[src/rtl/rr_packet_forwarder.sv]
// rr_packet_forwarder: packet-atomic forwarding stage behind a 4-port
// round-robin arbiter. Requests are passed to the arbiter while idle. A
// usable grant locks one port, whose beats are forwarded to the shared
// output until the packet ends or reaches MAX_BEATS beats.
//
// state | meaning
// ------+-----------------------------------------------------------
// IDLE  | req = in_valid, waiting for a usable one-hot grant
// LOCK  | owner port forwarded to the output, grant ignored
module rr_packet_forwarder #(
  parameter int DATA_W    = 32,
  parameter int MAX_BEATS = 16
) (
  input  logic                clk,
  input  logic                rst_n,
  input  logic [3:0]          in_valid,
  input  logic [4*DATA_W-1:0] in_data,
  input  logic [3:0]          in_last,
  output logic [3:0]          in_ready,
  output logic [3:0]          req,
  input  logic [3:0]          grant,
  output logic                out_valid,
  output logic [DATA_W-1:0]   out_data,
  output logic                out_last,
  input  logic                out_ready,
  output logic [1:0]          owner,
  output logic                busy,
  output logic                pkt_done,
  output logic                trunc,
  output logic                err_grant
);

  localparam int CNT_W = $clog2(MAX_BEATS);
  localparam logic [CNT_W-1:0] CNT_LAST = CNT_W'(MAX_BEATS - 1);

  typedef enum logic {IDLE, LOCK} state_t;

  state_t           state, state_nxt;
  logic [3:0]       req_q;
  logic [1:0]       owner_nxt;
  logic [CNT_W-1:0] beat_cnt, beat_cnt_nxt;
  logic             pkt_done_nxt, trunc_nxt, err_grant_nxt;
  logic [1:0]       grant_idx;
  logic             grant_onehot;
  logic             grant_ok;

  // Index of the (highest) set grant bit; only meaningful when one-hot.
  always_comb begin
    grant_idx = 2'd0;
    for (int i = 0; i < 4; i++) begin
      if (grant[i]) grant_idx = 2'(i);
    end
  end

  // A grant is only trusted if we actually requested that port last cycle
  // and it still has a beat waiting; this also rejects stale post-LOCK grants.
  assign grant_onehot = (grant != 4'b0000) && ((grant & (grant - 4'd1)) == 4'b0000);
  assign grant_ok     = grant_onehot && req_q[grant_idx] && in_valid[grant_idx];

  assign busy = (state == LOCK);

  // Next-state, datapath steering and pulse generation.
  always_comb begin
    req           = 4'b0000;
    in_ready      = 4'b0000;
    out_valid     = 1'b0;
    out_data      = in_data[int'(owner)*DATA_W +: DATA_W];
    out_last      = 1'b0;
    state_nxt     = state;
    owner_nxt     = owner;
    beat_cnt_nxt  = beat_cnt;
    pkt_done_nxt  = 1'b0;
    trunc_nxt     = 1'b0;
    err_grant_nxt = 1'b0;
    case (state)
      IDLE: begin
        req = in_valid;
        if (grant != 4'b0000) begin
          if (grant_ok) begin
            state_nxt    = LOCK;
            owner_nxt    = grant_idx;
            beat_cnt_nxt = '0;
          end else begin
            err_grant_nxt = 1'b1;
          end
        end
      end
      LOCK: begin
        out_valid       = in_valid[owner];
        in_ready[owner] = out_ready;
        out_last        = in_last[owner] | (beat_cnt == CNT_LAST);
        if (out_valid && out_ready) begin
          if (out_last) begin
            state_nxt    = IDLE;
            pkt_done_nxt = 1'b1;
            trunc_nxt    = ~in_last[owner];
          end else begin
            beat_cnt_nxt = beat_cnt + 1'b1;
          end
        end
      end
      default: state_nxt = IDLE;
    endcase
  end

  // State, owner, beat counter, request history and registered pulses.
  always_ff @(posedge clk or negedge rst_n) begin
    if (!rst_n) begin
      state     <= IDLE;
      req_q     <= 4'b0000;
      owner     <= 2'd0;
      beat_cnt  <= '0;
      pkt_done  <= 1'b0;
      trunc     <= 1'b0;
      err_grant <= 1'b0;
    end else begin
      state     <= state_nxt;
      req_q     <= req;
      owner     <= owner_nxt;
      beat_cnt  <= beat_cnt_nxt;
      pkt_done  <= pkt_done_nxt;
      trunc     <= trunc_nxt;
      err_grant <= err_grant_nxt;
    end
  end

endmodule

[config.mk]
export PLATFORM = sky130hd
export DESIGN_NAME = rr_packet_forwarder
export DESIGN_NICKNAME = d
export VERILOG_FILES = /design/src/rtl/rr_packet_forwarder.sv
export SDC_FILE = /design/constraint.sdc
export NUM_CORES = 1
export LEC_CHECK = 0
export CAP_MARGIN = 30
export CORE_ASPECT_RATIO = 1.4
export CORE_UTILIZATION = 29
export DETAILED_ROUTE_END_ITERATION = 10
export GPL_TIMING_DRIVEN = 1
export PLACE_DENSITY = 0.89
export SYNTH_ARGS = -nofsm -noshare
export SYNTH_HDL_FRONTEND = slang
export SYNTH_SLANG_ARGS = --single-unit
[constraint.sdc]
create_clock -name clk -period 2.8 [get_ports clk]
set_clock_uncertainty 0.05 [all_clocks]
set_input_delay 0.56 -clock clk [delete_from_list [all_inputs] [get_ports clk]]
set_output_delay 0.56 -clock clk [all_outputs]
set_load 0.02 [all_outputs]
# [Yosys cells after proc, flatten, opt, wreduce, memory -nomap -nowiden]
# Index checks and enable logic that the tools add are counted.
[totals] regBits=14 out_inout_bits=48 elab_cells=68
[classes] addsub=2 order_cmp=3 eq_ne=5 n_shift=1 mux=36 bitwise=5 reduce_logical=9
[ops] cell="128-bit by 8-bit indexed part select with 32-bit output" n=1
[ops] cell="4-bit 2-to-1 mux" n=6
[ops] cell="1-bit 2-to-1 mux" n=21
[ops] cell="4-bit bitwise AND" n=2
[ops] cell="1-bit binary-select mux with 2-bit select" n=4
[ops] cell="4-bit one-hot mux with 2 select lines" n=1
[ops] cell="2-bit by 3-bit less-than comparator with 1-bit output, second input constant" n=2
[ops] cell="2-bit inequality test, second input constant" n=3
[ops] cell="1-bit logical AND" n=5
[ops] cell="4-bit by 1-bit adder with 4-bit output, second input constant" n=1
[ops] cell="4-bit == test, second input constant" n=1
[ops] cell="4-bit logical NOT" n=1
[ops] cell="2-bit 2-to-1 mux" n=2
[ops] cell="4-bit AND reduction" n=1
[ops] cell="4-bit nonzero test" n=1
[ops] cell="4-bit by 1-bit subtractor with 4-bit output, second input constant" n=1
[ops] cell="3-bit AND reduction" n=1
[ops] cell="1-bit demux with 2-bit select" n=1
[ops] cell="2-bit by 1-bit greater-or-equal comparator with 1-bit output, second input constant" n=1
[ops] cell="2-bit by 1-bit inequality test with 1-bit output, second input constant" n=1
[ops] cell="1-bit NOT" n=2
[ops] cell="1-bit one-hot mux with 2 select lines" n=1
[ops] cell="1-bit bitwise OR" n=1

# [Depth between registers and ports, before layout]
# Gate-level depths: netlist (run 1).
[depth] depth_word=10 depth_mapped=5 ltp_nobuf=4

# [Worst setup path after synthesis (run 1)]
# No wires, ideal clock.
[synth_path] path_type="reg2out" start="reg owner[0]" end="out out_data[0]" t_arrival_ns=1.574 required_ns=2.190 setup_slack_ns=0.616 stages_incl_launch_ff=4 path_cell_list="dfrtp_1 > buf_6 > buf_2 > mux4_2"
[synth_via] elab_chain_cells=1
[synth_rtl] item="from (decl)" line_no="26" source="output logic [1:0] owner,"
[synth_rtl] item="from (signal assigned)" line_no="119" source="owner <= owner_nxt;"
[synth_rtl] item="128-bit by 8-bit indexed part select with 32-bit output" line_no="67" source="out_data = in_data[int'(owner)*DATA_W +: DATA_W];"
[synth_rtl] item="to (decl)" line_no="23" source="output logic [DATA_W-1:0] out_data,"
# Every way passes these cells.

# [Worst setup path in the final report (run 1)]
[layout_path] start="reg owner[0]" end="out out_data[5]"
# Same word-level chain as after synthesis.

==> results.sh, run 1 <==
export IMPL_status="finished, final reports clean"
export IMPL_critPathMaxStageDelay_ns=0.57
export IMPL_fin_crit_ns=2.70
export IMPL_path_max_fanout=21
export IMPL_area_growth_pct=131
export IMPL_synth_area_mm2=0.00157
export IMPL_crit_type="reg2out"
export IMPL_cts_htree_levels=1
export IMPL_grt_usage=0.284
export IMPL_routed_wirelength_um=8050
export IMPL_synthesis_area_per_instance_um2=13.7
export IMPL_die_y_um=88.9
export IMPL_power_mw=2.75
export IMPL_cp_depth=3
export IMPL_fill_cells=412
export IMPL_reg2reg_depth=5
export IMPL_cts_root_buf="clkbuf_8"
export IMPL_synth_commonest_cells="33 x mux4_2, 14 x dfrtp_1, 5 x nand2_1, 5 x nor2_1"
export IMPL_slew_headroom=0.569
export IMPL_async_reset_ff_frac=1.00
export IMPL_use_met2=0.467
export IMPL_syn_nets=258
export IMPL_final_util=0.694
export IMPL_hold_depth=1
export IMPL_grt_max_degree=22
export IMPL_grt_pass1_wl_um=11800
export IMPL_r2r_end="beat_cnt[0]"
export IMPL_pre_cts_slack_ns=-0.0805
export IMPL_slew_viol_final=0
export IMPL_max_freq_ghz=0.370
export IMPL_fin_nets=453
export IMPL_hpwl_um=6730
export IMPL_viasPerCell=5.29
export IMPL_rows=31
export IMPL_rrSetupSlack_ns=0.76
export IMPL_crit_buf_inv=2
export IMPL_vias=1979
export IMPL_antenna_cells=0
export IMPL_synth_area_leader_cell="mux4_2"
export IMPL_hold_viol=0
export IMPL_cts_tree="built"
export IMPL_path_clk_slew_ns=0.06
export IMPL_synth_area_leaders="mux4_2 47%, dfrtp_1 22%, and4b_1 1.9%, mux4_1 1.7%, nor2b_1 1.6%"
export IMPL_grt_pass1_vias=2109
export IMPL_wl_per_cell_um=21.5
export IMPL_grt_use_met1=0.338
export IMPL_leakage_nw=1.40
export IMPL_drcViolationCount=0
export IMPL_pin_count=191
export IMPL_vdd_drop_max_mv=0.527
export IMPL_drive_above_1_share=0.172
export IMPL_maxCapViolations=0
export IMPL_die_area_mm2=0.00570
export IMPL_power_density_mw_per_mm2=762
export IMPL_drt_iter0_drc=76
export IMPL_worst_hold_slack_ns=0.470
export IMPL_cp_slowest_cell="mux4_2"
export IMPL_ys_types=36
export IMPL_crit_required_ns=2.19
export IMPL_synth_ff_type="dfrtp_1"
export IMPL_ys_ff_latch=14
export IMPL_arrival_ns=2.09
export IMPL_start_util=0.301
export IMPL_clockBufferDepth=2
export IMPL_first_pass_iters=4
export IMPL_start_kind="flip-flop"
export IMPL_busiest_layer="met2"
export IMPL_yosysSeqAreaShare=0.224
export IMPL_path_cells="buf_12 -> mux4_2 -> clkdlybuf4s50_1"
export IMPL_synth_top_area_share=0.475
export IMPL_gp_congestion=0.946
export IMPL_finalSetupViolCount=0
export IMPL_die_w_um=64.1
export IMPL_port_buffers=190
export IMPL_post_route_period_util=0.965
export IMPL_post_cts_buffers=0
export IMPL_ant_nets=0
export IMPL_cp_end_kind="output port"
export IMPL_syn_inst=114
export IMPL_setup_tns_ns=0
export IMPL_setup_ws_ns=0.0994
export IMPL_synth_edf_count=0
export IMPL_overflow=0
export IMPL_reg2reg_from="owner[0]"
export IMPL_cpLargestDelayFamily="buffers and inverters"
export IMPL_antenna_found_initial=0
export IMPL_grt_use_met3=0.142
export IMPL_ys_warn_count=0
export IMPL_clock_latency_ns=0.24
export IMPL_clkSinkCount=14
export IMPL_coreArea_mm2=0.00520
export IMPL_rsz0062_at_grt="no"
export IMPL_numCtsBuffers=3
export IMPL_min_path_type="reg2reg"
export IMPL_post_synth_top_count_cell="mux4_2"
export IMPL_min_from="beat_cnt[3]"
export IMPL_worst_pin_slew_ns=0.645
export IMPL_hold_end="beat_cnt[3]"
[kinds of logic after synthesis]
family          after synthesis  synth area share
simple gates                 34             0.141
buf+inv                      14            0.0567
fa+ha+maj                     1           0.00799
flops                        14             0.224
compound gates               16            0.0719
mux                          35             0.498
[per-stage QoR]
stage	area (um2)	std cells
detailed placement	3560	370
finish	3610	374
global placement	3560	370
CTS	3600	374
global route	3610	374
floorplan	1570	114
[flip-flops by register name, summed over array words and instances (netlist names)]
| name | cells |
|---|---|
| owner | 2 |
| req_q | 4 |
| beat_cnt | 4 |
| busy | 1 |
| trunc | 1 |
| pkt_done | 1 |
| err_grant | 1 |
[layout by cell type (no fill, tap or decap), types with 4 or more instances in the layout]
master / n
nor2_1: 5
inv_1: 4
buf_4: 9
clkdlybuf4s50_1: 187
mux4_2: 33
dfrtp_1: 13
nand2_1: 5
nor2b_1: 4
[cell type report]
type | instances | area, um2 | area share
Tap cell | 66 | 82.6 | 0.0229
Timing Repair Buffer | 200 | 1990 | 0.551
Multi-Input combinational cell | 86 | 1130 | 0.312
Clock buffer | 4 | 45.0 | 0.0125
Sequential cell | 14 | 352 | 0.0974
Inverter | 4 | 15.0 | 0.00416
[per-layer routing]
layer | vias to the layer above | wire length, um
li1 | 879 | -
met1 | 949 | 2960
met2 | 141 | 3690
met3 | 10 | 1290
met4 | 0 | 110
met5 | - | 0
[worst max path at each step]
| stage | startpoint | endpoint |
|---|---|---|
| 6_report | owner[0] | out_data[5] |
| 5_1_grt | owner[0] | out_data[31] |
| 4_1_cts | owner[0] | out_data[4] |
| 3_5_place_dp | in_last[1] | out_last |
| 3_3_place_gp | in_last[1] | out_last |
| 2_1_floorplan | owner[0] | out_data[0] |
[repair_timing]
action | 4_1_cts | 5_1_grt
pin swaps | 0 | 0
hold buffers | 0 | 0
resized for setup | 2 | 1
setup endpoints to repair | 2 | 10
[report_power, final]
group | total (mW) | internal [mW] | switching [mW]
logic | 2.23 | 1.20 | 1.03
clock network | 0.171 | 0.101 | 0.0703
registers | 0.351 | 0.266 | 0.0850
total | 2.75 | 1.57 | 1.18
[worst reg2reg max path, cell delays in order, from the launching register on]
cell and delay, ns:
dfrtp_2 0.47, mux4_1 0.62, buf_4 0.16, nand3b_4 0.17
and3_1 0.20, a211o_1 0.26
Power figures use the tool's default switching activity.
==> inputs of run 2 (changes only) <==
--- a/config.mk
+++ b/config.mk
@@ -7,6 +7,7 @@
 export LEC_CHECK = 0
 export CAP_MARGIN = 30
 export CORE_ASPECT_RATIO = 1.4
+export CORE_MARGIN = 3
 export CORE_UTILIZATION = 29
 export DETAILED_ROUTE_END_ITERATION = 10
 export GPL_TIMING_DRIVEN = 1
==> results.sh, run 2 (synthesized netlist as in run 1, its figures left out) <==
export IMPL_status="finished, final reports clean"
export IMPL_path_clk_slew_ns=0.06
export IMPL_grt_pass1_wl_um=11700
export IMPL_start_kind="input pin"
export IMPL_crit_required_ns=2.19
export IMPL_port_buffers=190
export IMPL_die_w_um=68.1
export IMPL_antenna_cells=0
export IMPL_leakage_nw=1.45
export IMPL_drive_above_1_share=0.184
export IMPL_viasPerCell=5.22
export IMPL_hold_viol=0
export IMPL_layout_commonest_cell="clkdlybuf4s50_1"
export IMPL_routed_wirelength_um=8300
export IMPL_overflow=0
export IMPL_min_path_type="reg2reg"
export IMPL_clkSinkCount=14
export IMPL_ant_nets=0
export IMPL_fin_nets=454
export IMPL_area_growth_pct=133
export IMPL_drcViolationCount=0
export IMPL_hpwl_um=7040
export IMPL_grt_max_degree=33
export IMPL_placed_cells=369
export IMPL_clockBufferDepth=2
export IMPL_drt_iter0_drc=56
export IMPL_pin_count=191
export IMPL_numCtsBuffers=3
export IMPL_fill_cells=399
export IMPL_maxCapViolations=0
export IMPL_first_pass_iters=4
export IMPL_post_route_period_util=0.946
export IMPL_grt_pass1_vias=2136
export IMPL_arrival_ns=2.04
export IMPL_slew_headroom=0.563
export IMPL_finalSetupViolCount=0
export IMPL_power_density_mw_per_mm2=763
export IMPL_cp_end_kind="output port"
export IMPL_start_util=0.301
export IMPL_die_y_um=92.9
export IMPL_rsz0062_at_grt="no"
export IMPL_clock_latency_ns=0.25
export IMPL_fin_cells=375
export IMPL_gp_congestion=0.927
export IMPL_antenna_found_initial=0
export IMPL_crit_type="in2out"
export IMPL_rows=31
export IMPL_die_area_mm2=0.00633
export IMPL_cts_htree_levels=1
export IMPL_fin_crit_ns=2.65
export IMPL_cts_tree="built"
export IMPL_worst_pin_slew_ns=0.653
export IMPL_cts_root_buf="clkbuf_8"
export IMPL_slew_viol_final=0
export IMPL_vias=1957
export IMPL_worst_hold_slack_ns=0.466
export IMPL_grt_usage=0.256
export IMPL_max_freq_ghz=0.378
export IMPL_reg_largest_list="beat_cnt (4), req_q (4), owner (2)"
export IMPL_vdd_drop_max_mv=0.695
export IMPL_path_max_fanout=1
export IMPL_coreArea_mm2=0.00520
export IMPL_wl_per_cell_um=22.1
export IMPL_hold_buffers=0
export IMPL_final_cell_mix="182 x clkdlybuf4s50_1, 33 x mux4_2, 13 x dfrtp_1"
run 2: per-layer routing:
layer | wire length (um) | part of all wire | vias up | global-route usage
li1 | - | - | 878 | -
met1 | 2760 | 0.33 | 924 | 0.275
met2 | 3910 | 0.47 | 134 | 0.420
met3 | 1400 | 0.17 | 21 | 0.143
met4 | 228 | 0.027 | 0 | 0.0730
met5 | 0 | 0 | - | 0
run 2: final timing paths:
kind	depth (start not counted)	start	end	slack [ns]
max in group asynchronous	1	rst_n	owner[0]	1.55
min in group asynchronous	1	rst_n	beat_cnt[1]	0.66
max reg2reg	6	owner[0]	beat_cnt[1]	0.61
min	1	beat_cnt[3]	beat_cnt[3]	0.47
min reg2reg	1	beat_cnt[3]	beat_cnt[3]	0.47
max	3	in_data[102]	out_data[6]	0.15
run 2: per-stage QoR:
step / cell area, um2 / util / power [mW] / setup TNS [ns] / setup WS, ns
4_1_cts: 3620 / 0.696 / 2.79 / 0 / 0.0337
5_1_grt: 3640 / 0.700 / 2.93 / 0 / 0.104
3_5_place_dp: 3560 / 0.685 / 2.57 / -0.0287 / -0.0287
2_1_floorplan: 1570 / - / 1.56 / 0 / 0.616
3_3_place_gp: 3560 / 0.685 / 2.57 / 0 / 0.00471
6_report: 3640 / 0.700 / 2.78 / 0 / 0.152
run 2: layout make-up:
type,instances,area [um2],share of cell area
repair buffers,201,2010,0.551
multi-input cells,86,1130,0.309
flip-flops and latches,14,354,0.0973
well taps,66,82.6,0.0227
clock buffers,4,55.1,0.0151
inverters,4,15.0,0.00413
run 2: critical path: stages:
cell             delay (ns)
clkdlybuf4s50_1        0.41
mux4_2                 0.48
clkdlybuf4s50_1        0.58
run 2: repair_timing:
action                     4_1_cts  5_1_grt
pin swaps                        0        0
resized for setup                3        3
buffers inserted                 0        2
setup endpoints to repair       10        8
run 2: power by group:
group	internal, mW	switching, mW	leakage [nW]
clock network	0.125	0.0742	0.0288
registers	0.269	0.0708	0.178
logic	1.22	1.02	1.24
==> variant 1 (flow settings as in run 1) <==
The parameter `DATA_W` goes from 32 to 28.
--- a/src/rtl/rr_packet_forwarder.sv
+++ b/src/rtl/rr_packet_forwarder.sv
@@ -8,7 +8,7 @@
 // IDLE  | req = in_valid, waiting for a usable one-hot grant
 // LOCK  | owner port forwarded to the output, grant ignored
 module rr_packet_forwarder #(
-  parameter int DATA_W    = 32,
+  parameter int DATA_W    = 28,
   parameter int MAX_BEATS = 16
 ) (
   input  logic                clk,
Interface: changed (resized in_data and out_data); port bits go from 191 to 171. No check against the original RTL was run, so the function may have changed too.
==> variant 1 against run 1 <==
Final area shrank 6.2%. Total power grew 0.24%. Setup slack lost 0.033 ns. Die area shrank 3.9%. Wire length shrank 19%. Sequential cell count is the same. First-iteration DRC count shrank 12%. Area after synthesis shrank 4.0%. Count of clock-buffer cells in the layout is the same. Global-route usage shrank 4.5 points.
==> variant 1: results (changes against run 1) <==
CTS buffer count: 3 (unchanged)
Share of post-route cells with drive strength above 1: 17.8% (was 17.2%)
Largest net degree at the start of global routing: 25 (was 22)
Sequential Power: 0.000322 W (was 0.000351 W)
Worst path max stage delay: 0.59 ns (was 0.57 ns)
Critical path's slowest cell: clkdlybuf4s50_1 (was mux4_2)
Critical Path Fanout Max: 23 (was 21)
Vias: 1,830 (was 1,979)
GPL Wtd Cong: 0.846 (was 0.946)
Vias in the first global route: 1,905 (was 2,109)
# fillers: 391 (was 412)
Post-synthesis sequential area ratio: 23.3% (was 22.4%)
Crit-path leading delay family: buffers and inverters (unchanged)
Post-synth cell types: 32 (was 36)
Vias per cell: 5.14 (was 5.29)
Worst Path Arrival: 2.12 ns (was 2.09 ns)
WL/cell: 18.4 um (was 21.5 um)
PortBufs: 170 (was 190)
Max rail drop VDD: 0.606 mV (was 0.527 mV)
Most common library cells after synthesis: mux4_2, dfrtp_1, nor2_1, a21oi_1, nor2b_1 (was mux4_2, dfrtp_1, nand2_1, nor2_1)
Relative slew slack: 57.5% (was 56.9%)
First-pass GRT wire length: 9830 um (was 11,800 um)
Synthesis warning total: 0 (unchanged)
P_leak: 1.33 nW (was 1.40 nW)
GR Util All Layers: 23.9% (was 28.4%)
Outcome: finished, final reports clean (unchanged)
Routing usage on met2: 44.8% (was 46.7%)
DPL Wire Length: 5550 um (was 6730 um)
Inst Count DP: 352 (was 370)
# nets final: 421 (was 453)
Iteration-0 DRC count of the detailed router: 67 (was 76)
Met1 Use GR: 23.5% (was 33.8%)
Diodes inserted: 0 (unchanged)
Net Sw Frac: 42.2% (was 43.0%)
M3 GR Usage: 10.6% (was 14.2%)
[variant 1: per-layer routing]
| layer | up-vias | part of all wire, % |
|---|---|---|
| li1 | 831 | - |
| met1 | 870 | 35 |
| met2 | 117 | 51 |
| met3 | 12 | 13 |
| met4 | 0 | 1.7 |
| met5 | - | 0 |
[variant 1: logic make-up after synthesis]
| family | share of synthesized area, % |
|---|---|
| buffers and inverters | 4.50 |
| and+or+nand+nor | 14.3 |
| muxes | 48.0 |
| AOI/OAI and AO/OA | 9.08 |
| adders and majority gates | 0.833 |
| DFF | 23.3 |
[variant 1: cell type report]
cell class / count / area share, %
clock buffer: 4 / 1.33
inverter: 4 / 0.443
multi-input combinational: 87 / 32.0
sequential: 14 / 10.4
tap: 64 / 2.37
timing repair buffer: 183 / 53.4
[variant 1: through the flow]
step	utilization, %	worst slack (ns)	total power, W
detailed placement	68.0	-0.0248	0.00260
global route	68.9	0.00444	0.00290
CTS	68.9	0.0634	0.00277
floorplan	-	0.638	0.00161
finish	68.9	0.0664	0.00276
global placement	68.0	0.0144	0.00258
[variant 1: path summary, 6_finish.rpt]
path | start | slack [ns] | cells past startpoint | to
max in group asynchronous | rst_n | 1.60 | 1 | owner[0]$_DFFE_PN0P_
min | beat_cnt[0]$_DFFE_PN0P_ | 0.50 | 1 | beat_cnt[0]$_DFFE_PN0P_
max reg2reg | owner[1]$_DFFE_PN0P_ | 0.74 | 7 | beat_cnt[2]$_DFFE_PN0P_
min in group asynchronous | rst_n | 0.66 | 1 | err_grant$_DFF_PN0_
max | owner[1]$_DFFE_PN0P_ | 0.07 | 3 | out_data[6]
min reg2reg | beat_cnt[0]$_DFFE_PN0P_ | 0.50 | 1 | beat_cnt[0]$_DFFE_PN0P_
==> variant 2 (flow settings as in run 1) <==
Made on the original files. The output `err_grant` loses its register stage (`err_grant` becomes a continuous assignment).
--- a/src/rtl/rr_packet_forwarder.sv
+++ b/src/rtl/rr_packet_forwarder.sv
@@ -112,7 +112,6 @@
       beat_cnt  <= '0;
       pkt_done  <= 1'b0;
       trunc     <= 1'b0;
-      err_grant <= 1'b0;
     end else begin
       state     <= state_nxt;
       req_q     <= req;
@@ -120,9 +119,10 @@
       beat_cnt  <= beat_cnt_nxt;
       pkt_done  <= pkt_done_nxt;
       trunc     <= trunc_nxt;
-      err_grant <= err_grant_nxt;
     end
   end
 
+  assign err_grant = err_grant_nxt;
+
 endmodule
 
Function: changed (a bounded check fails within 4 cycles, from zero or initial values and one cycle with rst_n low).
==> variant 2 against run 1 <==
Wire length is 2.2% higher. Final area up 0.83%. Count of clock-buffer cells in the layout is the same. Combinational power increased by 13%. Hold slack better by 0.020 ns. Sequential cell count down 1. Sequential power is 11% lower. Setup slack worse by 0.013 ns. Total power grew 9.1%. Area after synthesis is 0.40% lower. Critical path type is now primary input to output port. Critical endpoint is now out_data[2].
==> variant 2: results (changes against run 1) <==
Outcome: finished, final reports clean (unchanged)
Top cells by area, synth: mux4_2, dfrtp_1, nor2b_1 (was mux4_2, dfrtp_1, and4b_1)
# nets final: 457 (was 453)
Finished Layout Cells: 378 (was 374)
Synthesis warning total: 0 (unchanged)
Clock-pin slew on the worst setup and hold paths: 0.06 ns (about the same)
Diodes inserted: 0 (unchanged)
WL/cell: 21.8 um (was 21.5 um)
Relative slew slack: 56.4% (was 56.9%)
Share of post-route cells with drive strength above 1: 17.0% (was 17.2%)
Post-synth cell types: 32 (was 36)
Critical path's slowest cell: clkdlybuf4s50_1 (was mux4_2)
PortBufs: 190 (unchanged)
P_leak: 1.43 nW (was 1.40 nW)
Biggest regs: beat_cnt (4), req_q (4), owner (2) (unchanged)
Post-Syn Nets: 262 (was 258)
Pre-CTS WS: -0.0569 ns (was -0.0805 ns)
Avg Synthesized Cell Area: 13.2 sq um (was 13.7 sq um)
Inst Count DP: 374 (was 370)
Worst-Skew Late Latency: 0.25 ns
Clock Path Buffers: 2 (unchanged)
Iteration-0 DRC count of the detailed router: 106 (was 76)
DRT Pass-1 Iters: 4 (unchanged)
Post-synthesis sequential area ratio: 20.9% (was 22.4%)
# fillers: 383 (was 412)
First-pass GRT wire length: 11,900 um (was 11,800 um)
Post-synth ARST share: 100% (unchanged)
Largest net degree at the start of global routing: 32 (was 22)
CTS buffer count: 3 (unchanged)
Primary FF master, synth: dfrtp_1 (unchanged)
Vias: 2,054 (was 1,979)
GR Util All Layers: 28.9% (was 28.4%)
Worst Path Arrival: 2.10 ns
Worst path max stage delay: 0.60 ns (was 0.57 ns)
GPL Wtd Cong: 0.847 (was 0.946)
DPL Wire Length: 6930 um (was 6730 um)
Max rail drop VDD: 0.809 mV (was 0.527 mV)
Post-DP Area: 3590 sq um (was 3560 sq um)
Vias in the first global route: 2,134 (was 2,109)
CTS root buf: clkbuf_8 (unchanged)
Hold WC Path Type: flop to flop (unchanged)
Critical Path Fanout Max: 1 (was 21)
Initial antenna violation count: 0 (unchanged)
H-tree levels: 1 (unchanged)
Setup bufs post-CTS: 0 (unchanged)
Crit-path leading delay family: buffers and inverters (unchanged)
Most common library cells after synthesis: mux4_2, dfrtp_1, nor2_1, nor2b_1 (was mux4_2, dfrtp_1, nand2_1, nor2_1)
Sw power: 0.00131 W (was 0.00118 W)
variant 2: worst reg2reg max path: stages, from the launching register on:
cell	delay, ns
dfrtp_2	0.39
buf_4	0.22
mux4_2	0.55
buf_4	0.16
nor2b_1	0.13
nor2b_4	0.14
and3b_1	0.16
a221o_1	0.26
variant 2: logic make-up (layout without fill, tap and decap cells):
family	count (synthesis)	in the layout	synth area share [%]
buffers and inverters	14	208	4.25
adders and majority gates	1	1	0.802
and+or+nand+nor	36	36	13.3
muxes	38	38	52.0
DFF	13	13	20.9
AOI/OAI and AO/OA	16	16	8.75
variant 2: worst paths after layout:
| path | cells past startpoint | slack (ns) | end | start |
|---|---|---|---|---|
| worst min register to register | 1 | 0.49 | beat_cnt[1]$_DFFE_PN0P_ | beat_cnt[1]$_DFFE_PN0P_ |
| worst min-delay path | 1 | 0.49 | beat_cnt[1]$_DFFE_PN0P_ | beat_cnt[1]$_DFFE_PN0P_ |
| max in group asynchronous | 1 | 1.58 | owner[0]$_DFFE_PN0P_ | rst_n |
| min in group asynchronous | 1 | 0.66 | beat_cnt[3]$_DFFE_PN0P_ | rst_n |
| worst max register to register | 7 | 0.62 | beat_cnt[2]$_DFFE_PN0P_ | owner[0]$_DFFE_PN0P_ |
| worst max-delay path | 3 | 0.09 | out_data[2] | in_data[98] |
variant 2: what timing repair did:
item,4_1_cts,5_1_grt
setup endpoints to repair,3,1
gates resized for setup,3,1
hold buffers,0,0
gates cloned,0,0
variant 2: area by class of cell:
| class | count | area (sq um) | share of cell area, % |
|---|---|---|---|
| Clock buffer | 4 | 45.0 | 1.24 |
| Sequential cell | 13 | 328 | 9.01 |
| Timing Repair Buffer | 200 | 2000 | 55.0 |
| Multi-Input combinational cell | 91 | 1170 | 32.1 |
| Inverter | 4 | 15.0 | 0.413 |
| Tap cell | 66 | 82.6 | 2.27 |
variant 2: metal layers:
metal | vias to the layer above | global-route usage, % | wire length, um
met1 | 1003 | 28.6 | 2690
met4 | 0 | 8.26 | 150
met5 | - | 0 | 0
met2 | 147 | 51.4 | 4100
li1 | 890 | - | -
met3 | 14 | 16.5 | 1290
variant 2: metrics by stage:
step	setup TNS, ns	util (%)
2_1_floorplan	0	-
3_3_place_gp	-0.0184	69.7
3_5_place_dp	-0.0569	69.7
4_1_cts	0	70.5
5_1_grt	0	70.5
6_report	0	70.5
variant 2: power groups by stage:
stage          registers, W  clock network, W  logic [W]
2_1_floorplan      0.000310                 0    0.00138
3_3_place_gp       0.000310                 0    0.00248
3_5_place_dp       0.000317                 0    0.00251
4_1_cts            0.000314          0.000176    0.00252
5_1_grt            0.000321          0.000186    0.00263
6_report           0.000314          0.000174    0.00251
